File: src/rtl/cam_dvp_capture.sv
`default_nettype none
// ============================================================================
// Module   : cam_dvp_capture
// Purpose  : DVP camera front end in the pixel clock domain. Registers the raw
//            vsync/href/data stream, tracks frame and line framing, pairs
//            bytes into pixels, converts RGB565 / RGB444 / RGB555 / YUYV-luma
//            to RGB888 and emits pixels with coordinates and frame markers.
// Ports    : clk_pixel, rst_n              clock, async active-low reset
//            cam_vsync, cam_href, cam_data raw sensor interface
//            capture_en, mode              frame controls, latched at frame start
//            pix_valid, pix_red/green/blue RGB888 pixel strobe and data
//            pix_x, pix_y, sof, eol, eof   coordinates and framing pulses
//            frame_err, frame_cnt          sticky framing error, frame counter
// Revision : 1.0 - initial release
// ============================================================================
module cam_dvp_capture #(
  parameter int H_RES     = 640,
  parameter int V_RES     = 480,
  parameter int BYTE_SWAP = 0,
  parameter int FCNT_W    = 16
) (
  input  logic                      clk_pixel,
  input  logic                      rst_n,
  input  logic                      cam_vsync,
  input  logic                      cam_href,
  input  logic [7:0]                cam_data,
  input  logic                      capture_en,
  input  logic [1:0]                mode,
  output logic                      pix_valid,
  output logic [7:0]                pix_red,
  output logic [7:0]                pix_green,
  output logic [7:0]                pix_blue,
  output logic [$clog2(H_RES)-1:0]  pix_x,
  output logic [$clog2(V_RES)-1:0]  pix_y,
  output logic                      sof,
  output logic                      eol,
  output logic                      eof,
  output logic                      frame_err,
  output logic [FCNT_W-1:0]         frame_cnt
);

  localparam int XW  = $clog2(H_RES);
  localparam int YW  = $clog2(V_RES);
  // Internal counters need one extra value so that "H_RES pixels seen" and
  // "V_RES lines seen" are representable for the end-of-line/frame checks.
  localparam int XCW = $clog2(H_RES + 1);
  localparam int YCW = $clog2(V_RES + 1);

  localparam logic [XCW-1:0] c_x_end  = XCW'(H_RES);
  localparam logic [XCW-1:0] c_x_last = XCW'(H_RES - 1);
  localparam logic [YCW-1:0] c_y_end  = YCW'(V_RES);

  typedef enum logic [1:0] {
    WAIT_VS = 2'd0,
    BLANK   = 2'd1,
    SKIP    = 2'd2,
    ACTIVE  = 2'd3
  } state_t;

  state_t r_state, w_next;

  logic           r_vs, r_hr, r_vs_d, r_hr_d;
  logic [7:0]     r_data, r_b0;
  logic [1:0]     r_mode;
  logic           r_phase, r_line_got;
  logic [XCW-1:0] r_x;
  logic [YCW-1:0] r_y;

  logic           w_vs_rise, w_vs_fall, w_line_end, w_byte, w_emit;
  logic           w_line_err;
  logic [YCW-1:0] w_y_after, w_y_final;
  logic [7:0]     w_p0, w_p1, w_r, w_g, w_b;
  logic [5:0]     w_g6;
  logic [4:0]     w_g5;

  // Input stage and one-cycle-delayed copies for edge detection.
  always_ff @(posedge clk_pixel or negedge rst_n) begin
    if (!rst_n) begin
      r_vs   <= 1'b0;
      r_hr   <= 1'b0;
      r_data <= 8'd0;
      r_vs_d <= 1'b0;
      r_hr_d <= 1'b0;
    end else begin
      r_vs   <= cam_vsync;
      r_hr   <= cam_href;
      r_data <= cam_data;
      r_vs_d <= r_vs;
      r_hr_d <= r_hr;
    end
  end

  assign w_vs_rise = r_vs & ~r_vs_d;
  assign w_vs_fall = ~r_vs & r_vs_d;
  // A vsync rise while href is still high closes the open line in the same
  // cycle, so line checks happen before the frame check.
  assign w_line_end = (r_state == ACTIVE) & r_hr_d & (~r_hr | w_vs_rise);
  assign w_byte     = (r_state == ACTIVE) & r_hr & ~w_vs_rise;
  assign w_emit     = w_byte & r_phase & (r_x < c_x_end) & (r_y < c_y_end);

  // y saturates at V_RES; any further line with data is an overflow.
  assign w_y_after  = (r_line_got && (r_y < c_y_end)) ? r_y + YCW'(1) : r_y;
  assign w_line_err = r_phase | (r_x != c_x_end) | (r_line_got & (r_y >= c_y_end));
  assign w_y_final  = w_line_end ? w_y_after : r_y;

  // Format decode with MSB replication to 8 bits.
  always_comb begin
    w_p0 = (BYTE_SWAP != 0) ? r_data : r_b0;
    w_p1 = (BYTE_SWAP != 0) ? r_b0   : r_data;
    w_g6 = {w_p0[2:0], w_p1[7:5]};
    w_g5 = {w_p0[1:0], w_p1[7:5]};
    w_r  = 8'd0;
    w_g  = 8'd0;
    w_b  = 8'd0;
    case (r_mode)
      2'd0: begin
        w_r = {w_p0[7:3], w_p0[7:5]};
        w_g = {w_g6, w_g6[5:4]};
        w_b = {w_p1[4:0], w_p1[4:2]};
      end
      2'd1: begin
        w_r = {w_p0[3:0], w_p0[3:0]};
        w_g = {w_p1[7:4], w_p1[7:4]};
        w_b = {w_p1[3:0], w_p1[3:0]};
      end
      2'd2: begin
        w_r = {w_p0[6:2], w_p0[6:4]};
        w_g = {w_g5, w_g5[4:2]};
        w_b = {w_p1[4:0], w_p1[4:2]};
      end
      default: begin
        w_r = w_p0;
        w_g = w_p0;
        w_b = w_p0;
      end
    endcase
  end

  // State register.
  always_ff @(posedge clk_pixel or negedge rst_n) begin
    if (!rst_n) r_state <= WAIT_VS;
    else        r_state <= w_next;
  end

  // Next-state logic. WAIT_VS refuses to join a frame already in progress.
  always_comb begin
    w_next = r_state;
    case (r_state)
      WAIT_VS: if (r_vs)      w_next = BLANK;
      BLANK:   if (w_vs_fall) w_next = capture_en ? ACTIVE : SKIP;
      SKIP:    if (w_vs_rise) w_next = BLANK;
      ACTIVE:  if (w_vs_rise) w_next = BLANK;
      default:                w_next = WAIT_VS;
    endcase
  end

  // Datapath: byte pairing, coordinates, framing checks and outputs.
  always_ff @(posedge clk_pixel or negedge rst_n) begin
    if (!rst_n) begin
      r_mode     <= 2'd0;
      r_b0       <= 8'd0;
      r_phase    <= 1'b0;
      r_line_got <= 1'b0;
      r_x        <= '0;
      r_y        <= '0;
      pix_valid  <= 1'b0;
      pix_red    <= 8'd0;
      pix_green  <= 8'd0;
      pix_blue   <= 8'd0;
      pix_x      <= '0;
      pix_y      <= '0;
      sof        <= 1'b0;
      eol        <= 1'b0;
      eof        <= 1'b0;
      frame_err  <= 1'b0;
      frame_cnt  <= '0;
    end else begin
      pix_valid <= 1'b0;
      sof       <= 1'b0;
      eol       <= 1'b0;
      eof       <= 1'b0;

      if ((r_state == BLANK) && w_vs_fall) begin
        r_mode     <= mode;
        frame_err  <= 1'b0;
        r_x        <= '0;
        r_y        <= '0;
        r_phase    <= 1'b0;
        r_line_got <= 1'b0;
      end

      if (w_byte) begin
        if (!r_phase) begin
          r_b0       <= r_data;
          r_phase    <= 1'b1;
          r_line_got <= 1'b1;
        end else begin
          r_phase <= 1'b0;
          if (w_emit) begin
            pix_valid <= 1'b1;
            pix_red   <= w_r;
            pix_green <= w_g;
            pix_blue  <= w_b;
            pix_x     <= r_x[XW-1:0];
            pix_y     <= r_y[YW-1:0];
            sof       <= (r_x == '0) && (r_y == '0);
            eol       <= (r_x == c_x_last);
            r_x       <= r_x + XCW'(1);
          end else begin
            frame_err <= 1'b1;
          end
        end
      end

      if (w_line_end) begin
        if (w_line_err) frame_err <= 1'b1;
        r_x        <= '0;
        r_phase    <= 1'b0;
        r_line_got <= 1'b0;
        r_y        <= w_y_after;
      end

      if ((r_state == ACTIVE) && w_vs_rise) begin
        eof       <= 1'b1;
        frame_cnt <= frame_cnt + FCNT_W'(1);
        if (w_y_final != c_y_end) frame_err <= 1'b1;
      end
    end
  end

endmodule
`default_nettype wire

File: config.mk
export PLATFORM = sky130hd
export DESIGN_NAME = cam_dvp_capture
export DESIGN_NICKNAME = d
export VERILOG_FILES = /design/src/rtl/cam_dvp_capture.sv
export SDC_FILE = /design/constraint.sdc
export NUM_CORES = 1
export LEC_CHECK = 0
export CAP_MARGIN = 40
export CORE_ASPECT_RATIO = 0.7
export CORE_MARGIN = 2
export CORE_UTILIZATION = 24
export CTS_CLUSTER_DIAMETER = 30
export CTS_CLUSTER_SIZE = 28
export DETAILED_ROUTE_END_ITERATION = 6
export GPL_TIMING_DRIVEN = 0
export HOLD_SLACK_MARGIN = 0.02
export PLACE_DENSITY = 0.49
export SLEW_MARGIN = 15
export SYNTH_ARGS = -nofsm -noshare
export SYNTH_HDL_FRONTEND = slang
export SYNTH_SLANG_ARGS = --single-unit
export TNS_END_PERCENT = 50
File: constraint.sdc
create_clock -name clk_pixel -period 5.3 [get_ports clk_pixel]
set_input_delay 1.59 -clock clk_pixel [delete_from_list [all_inputs] [get_ports clk_pixel]]
set_output_delay 1.59 -clock clk_pixel [all_outputs]
set_load 0.005 [all_outputs]
After elaboration in Yosys (flattened, before gate mapping)
Index checks and enable logic that the tools add are counted.
- flip-flop bits (word level): 109
- bits in latches: 0
- bits in writable memories: 0
- memory bits (read-only): 0
- bits of input ports: 15
- output and inout bits: 64
- logic and storage cells: 116
- memories kept: 0
- add/subtract/negate cells: 3
- multiply operators: 0
- div/mod/pow operators: 0
- magnitude comparators: 3
- eq/ne operators: 11
- shift operators: 0
- mux-type cells: 43
- bitwise logic cells: 18
- reduce and logical (&&, ||, !) cells: 15
- operators by type and width (kind ; count):
    2-to-1 mux 10 bit ; 5
    one-hot mux 8 bit (3 select lines) ; 2
    2-to-1 mux 9 bit ; 4
    2-to-1 mux 1 bit ; 27
    adder 16 x 1 -> 16 bit, second input constant ; 1
    one-hot mux 8 bit (2 select lines) ; 1
    adder 10 x 1 -> 10 bit, second input constant ; 1
    AND 1 bit ; 10
    == test 10 bit, second input constant ; 1
    logical NOT 10 bit ; 1
    < comparator 10 bit, second input constant ; 1
    != test 10 bit, second input constant ; 1
    adder 9 x 1 -> 9 bit, second input constant ; 1
    >= comparator 9 bit, second input constant ; 1
    logical NOT 9 bit ; 1
    < comparator 9 bit, second input constant ; 1
    != test 9 bit, second input constant ; 1
    == test 2 bit, second input constant ; 3
    2-to-1 mux 2 bit ; 3
    one-hot mux 2 bit (3 select lines) ; 1
    AND reduction 3 bit ; 2
    NOT 1 bit ; 5
    == test 2 x 1 -> 1 bit, second input constant ; 2
    logical AND 1 bit ; 4
    other kinds (8) ; 13

Depth between registers and ports, before layout
Gate-level depths: netlist (run 1).
- word-level depth: 14
- gate-level depth with buffers: 8
- gate-level depth less buffers: 7

Least setup slack after synthesis (run 1)
OpenSTA, ideal clock, no wires.
- path kind: register to output
- start: register frame_cnt[0]
- end: output port frame_cnt[0]
- data arrival time: 0.443 ns
- required time: 3.710 ns
- setup slack: 3.267 ns
- cell stages (with the launch flop): 1
- buffers on the path: 0
- path through: dfrtp_1
- RTL lines (item ; line ; text):
    start, declared ; 39 ; output logic [FCNT_W-1:0] frame_cnt
    start signal, assigned ; 225 ; frame_cnt <= frame_cnt + FCNT_W'(1);
No word-level cell between the ends.

Final worst setup path (run 1)
- start: register frame_cnt[0]
- end: output port frame_cnt[0]
No word-level cell between the ends.

==> impl_metrics.toml, run 1 <==
[drt]
viasPerCell = 4.626
drt_first_pass_iters = 5
ant_nets = 0
wl_um = 13650
drcViolationCount = 0
wire_per_inst_um = 15.53
drt-initial-drc-count = 238
vias = 4066

[placement]
io_buffers = 78
dpl.cell_count = 863
dp_hpwl_um = 10180
dpl_cell_area_um2 = 6255
dp_slack_ps = 2680
place_congestion = 0.8999

[clock_network]
cts.clk_slew.worst_paths_ps = 80
insertion_delay_ps = 350
root_buffer = "clkbuf_16"
post_cts_resized = 0
postCtsSetupBuffers = 0
cts_tree = "done"
htreeDepth = 3
numClockSinks = 109
cts_inserted_buffers = 9
hold_buffers = 0
clockBufferDepth = 2

[power]
p_sw_share_pct = 31.84
pwr-share-seq_pct = 42.3
p_sw_mw = 0.9180
p_leak_nw = 2.890
clock_power_share_pct = 27.6
p_int_mw = 1.965
powerDensity_nw_per_um2 = 436.2
power.share.combinational_pct = 30.2
irDropWorstVdd_v = 0.0001960

[setup_path]
crit_path_end_kind = "primary output"
cp.required_ps = 3710
critical-path-top-delay-family = "buffers and inverters"
path_max_fanout = 6
worstPathArrival_ps = 1390
max_stage_delay_ps = 560
critical_path.cell_chain = "clkdlybuf4s50_1"
cp-start-kind = "flop"
cp_slowest_cell = "clkdlybuf4s50_1"
path_class = "flop to primary output"
crit_buf_inv = 1

[cells_and_area]
multiInputGateArea_um2 = 2177
area_growth_pct = 29.59
nets = 618
design_area_um2 = 6609
final.fill_count = 2153
fin_cells = 879
final_common_cell = "nand2_1"
diodes = 0
regArea_um2 = 2728
mostFrequentLayoutCells = "119 x nand2_1, 109 x dfrtp_1, 77 x clkdlybuf4s50_1, 40 x o21ai_0"
drive_gt1_share_pct = 10.12

[logic_synthesis]
synth-main-ff-cell = "dfrtp_1"
avgSynthCellArea_um2 = 10.04
yosysTopAreaCell = "dfrtp_1"
synth_edf_count = 0
synth_seq_cells = 109
syn_area_um2 = 5100
synth_top_area_share_pct = 53.48
seq_area_frac_synth_pct = 53.48
syn_inst = 508
syn-num-nets = 528
synth.area.top_cells = "dfrtp_1 53%, nand2_1 8.8%, o21ai_0 3.9%"
ys_types = 57
synth_warnings = 0
synthArstFlopShare_pct = 100.0

[floorplanning]
start_util_pct = 24.51
rows = 44
fp.dieH_um = 126.0
io_pins = 79
fp.coreArea_um2 = 20810
dieArea_um2 = 22450
die_w_um = 178.2

[timing]
skew_ps = 7.801
hold_viol = 0
hold_slack_ps = 456.5
min_period_over_period_pct = 56.28
finalSetupTns_ps = 0
rsz0062_at_grt = "no"
setup_ws_ps = 2317
tightest_slew_ps = 791.2
relSlewSlack_pct = 47.25
setup_viol = 0
fin_crit_ps = 2983
slew_viol_final = 0
fmax_mhz = 335.3

[flow_run]
drv_cap = 0

[global_route]
grt_max_degree = 80
track_usage_pct = 12.58
grt_remaining_overflow = 0
antenna_found_initial = 0
grt_pass1_wl_um = 22160
grt_pass1_vias = 4026

[worst_hold_path]
min_path_type = "flop to flop"

[status]
status = "finished clean"
## kinds of logic after synthesis
family / share of synthesized area, %
xor+xnor: 3.410
mux: 6.870
buf+inv: 3.827
flops: 53.48
simple gates: 19.85
compound gates: 11.34
fa+ha+maj: 1.227
## sequential cells by signal (all words and copies together), names as in the netlist, 2 cells and up
name,cells
pix_green,8
pix_x,10
pix_red,8
r_b0,8
r_state,2
r_mode,2
r_data,8
frame_cnt,16
pix_y,9
r_x,10
pix_blue,8
r_y,9
## synth_stat cells (all sizes together), types with 2 or more instances
master   number
xor2         10
nor4b         3
o31ai         5
inv          15
and4          3
mux4          8
dfrtp       109
nand2b        2
o22a          3
nand4        12
mux2i         8
xnor2         9
nor4          2
a21oi        24
and2          6
ha            5
nand2       119
mux2          8
or3           3
nand3        17
a41oi         2
and3          4
a21o          4
nor3          7
clkbuf       12
a2111oi       2
a211oi        8
o21ai        41
buf          16
nand3b        2
a31oi         3
nor2         24
## power groups by stage
stage               registers, mW  logic, mW  clock network, mW
floorplan                    1.18      0.445                  0
global placement             1.23      0.866                  0
detailed placement           1.23      0.874                  0
CTS                          1.22      0.880              0.820
global route                 1.25      0.970              0.850
finish                       1.22      0.869              0.795
## path summary, 6_finish.rpt
kind,from,slack [ps],cells after the start,to
min in group asynchronous,rst_n,1110,1,r_data[2]
max reg2reg,r_vs_d,2960,6,r_y[3]
max,frame_cnt[0],2320,1,frame_cnt[0]
max in group asynchronous,rst_n,3500,2,r_x[4]
min reg2reg,r_hr,460,0,r_hr_d
min,r_hr,460,0,r_hr_d
## per-layer routing
metal / track usage [%] / vias up / share of wire (%)
met2: 17.51 / 127 / 41
met4: 2.630 / 0 / 0.76
li1: - / 1950 / -
met3: 3.412 / 8 / 6.3
met1: 19.31 / 1981 / 52
met5: 0 / - / 0
## final cells by class
cell class                      count  share of cell area, %
Clock buffer                        9                  3.408
Clock inverter                      7                  1.950
Multi-Input combinational cell    356                  32.94
Timing Repair Buffer               79                  12.25
Buffer                             28                  2.101
Inverter                           15                 0.8519
Tap cell                          276                  5.225
Sequential cell                   109                  41.27
## through the flow
stage	utilization [%]	total power, mW
finish	31.76	2.883
global route	31.76	3.068
CTS	31.76	2.923
detailed placement	30.06	2.108
global placement	29.92	2.095
floorplan	-	1.625
Power figures use the tool's default switching activity.
==> inputs of run 2 (changes only) <==
- clock period: 5.3 -> 3 ns (I/O delays scaled with it)
==> results of run 2 <==
Same layout as run 1 (identical final DEF). Status: finished clean.
Among the figures that moved: setup slack after placement 2680 ps -> 642.9 ps; setup slack after layout 2317 ps -> 655.9 ps; hold slack 456.5 ps -> 419.9 ps; start point of the critical path frame_cnt[0] -> r_vs_d; end point of the critical path frame_cnt[0] -> r_y[3]; register-to-register setup slack 2960 ps -> 660 ps; total power 2.883 mW -> 5.093 mW; worst IR drop on VDD 0.0001960 V -> 0.0003462 V
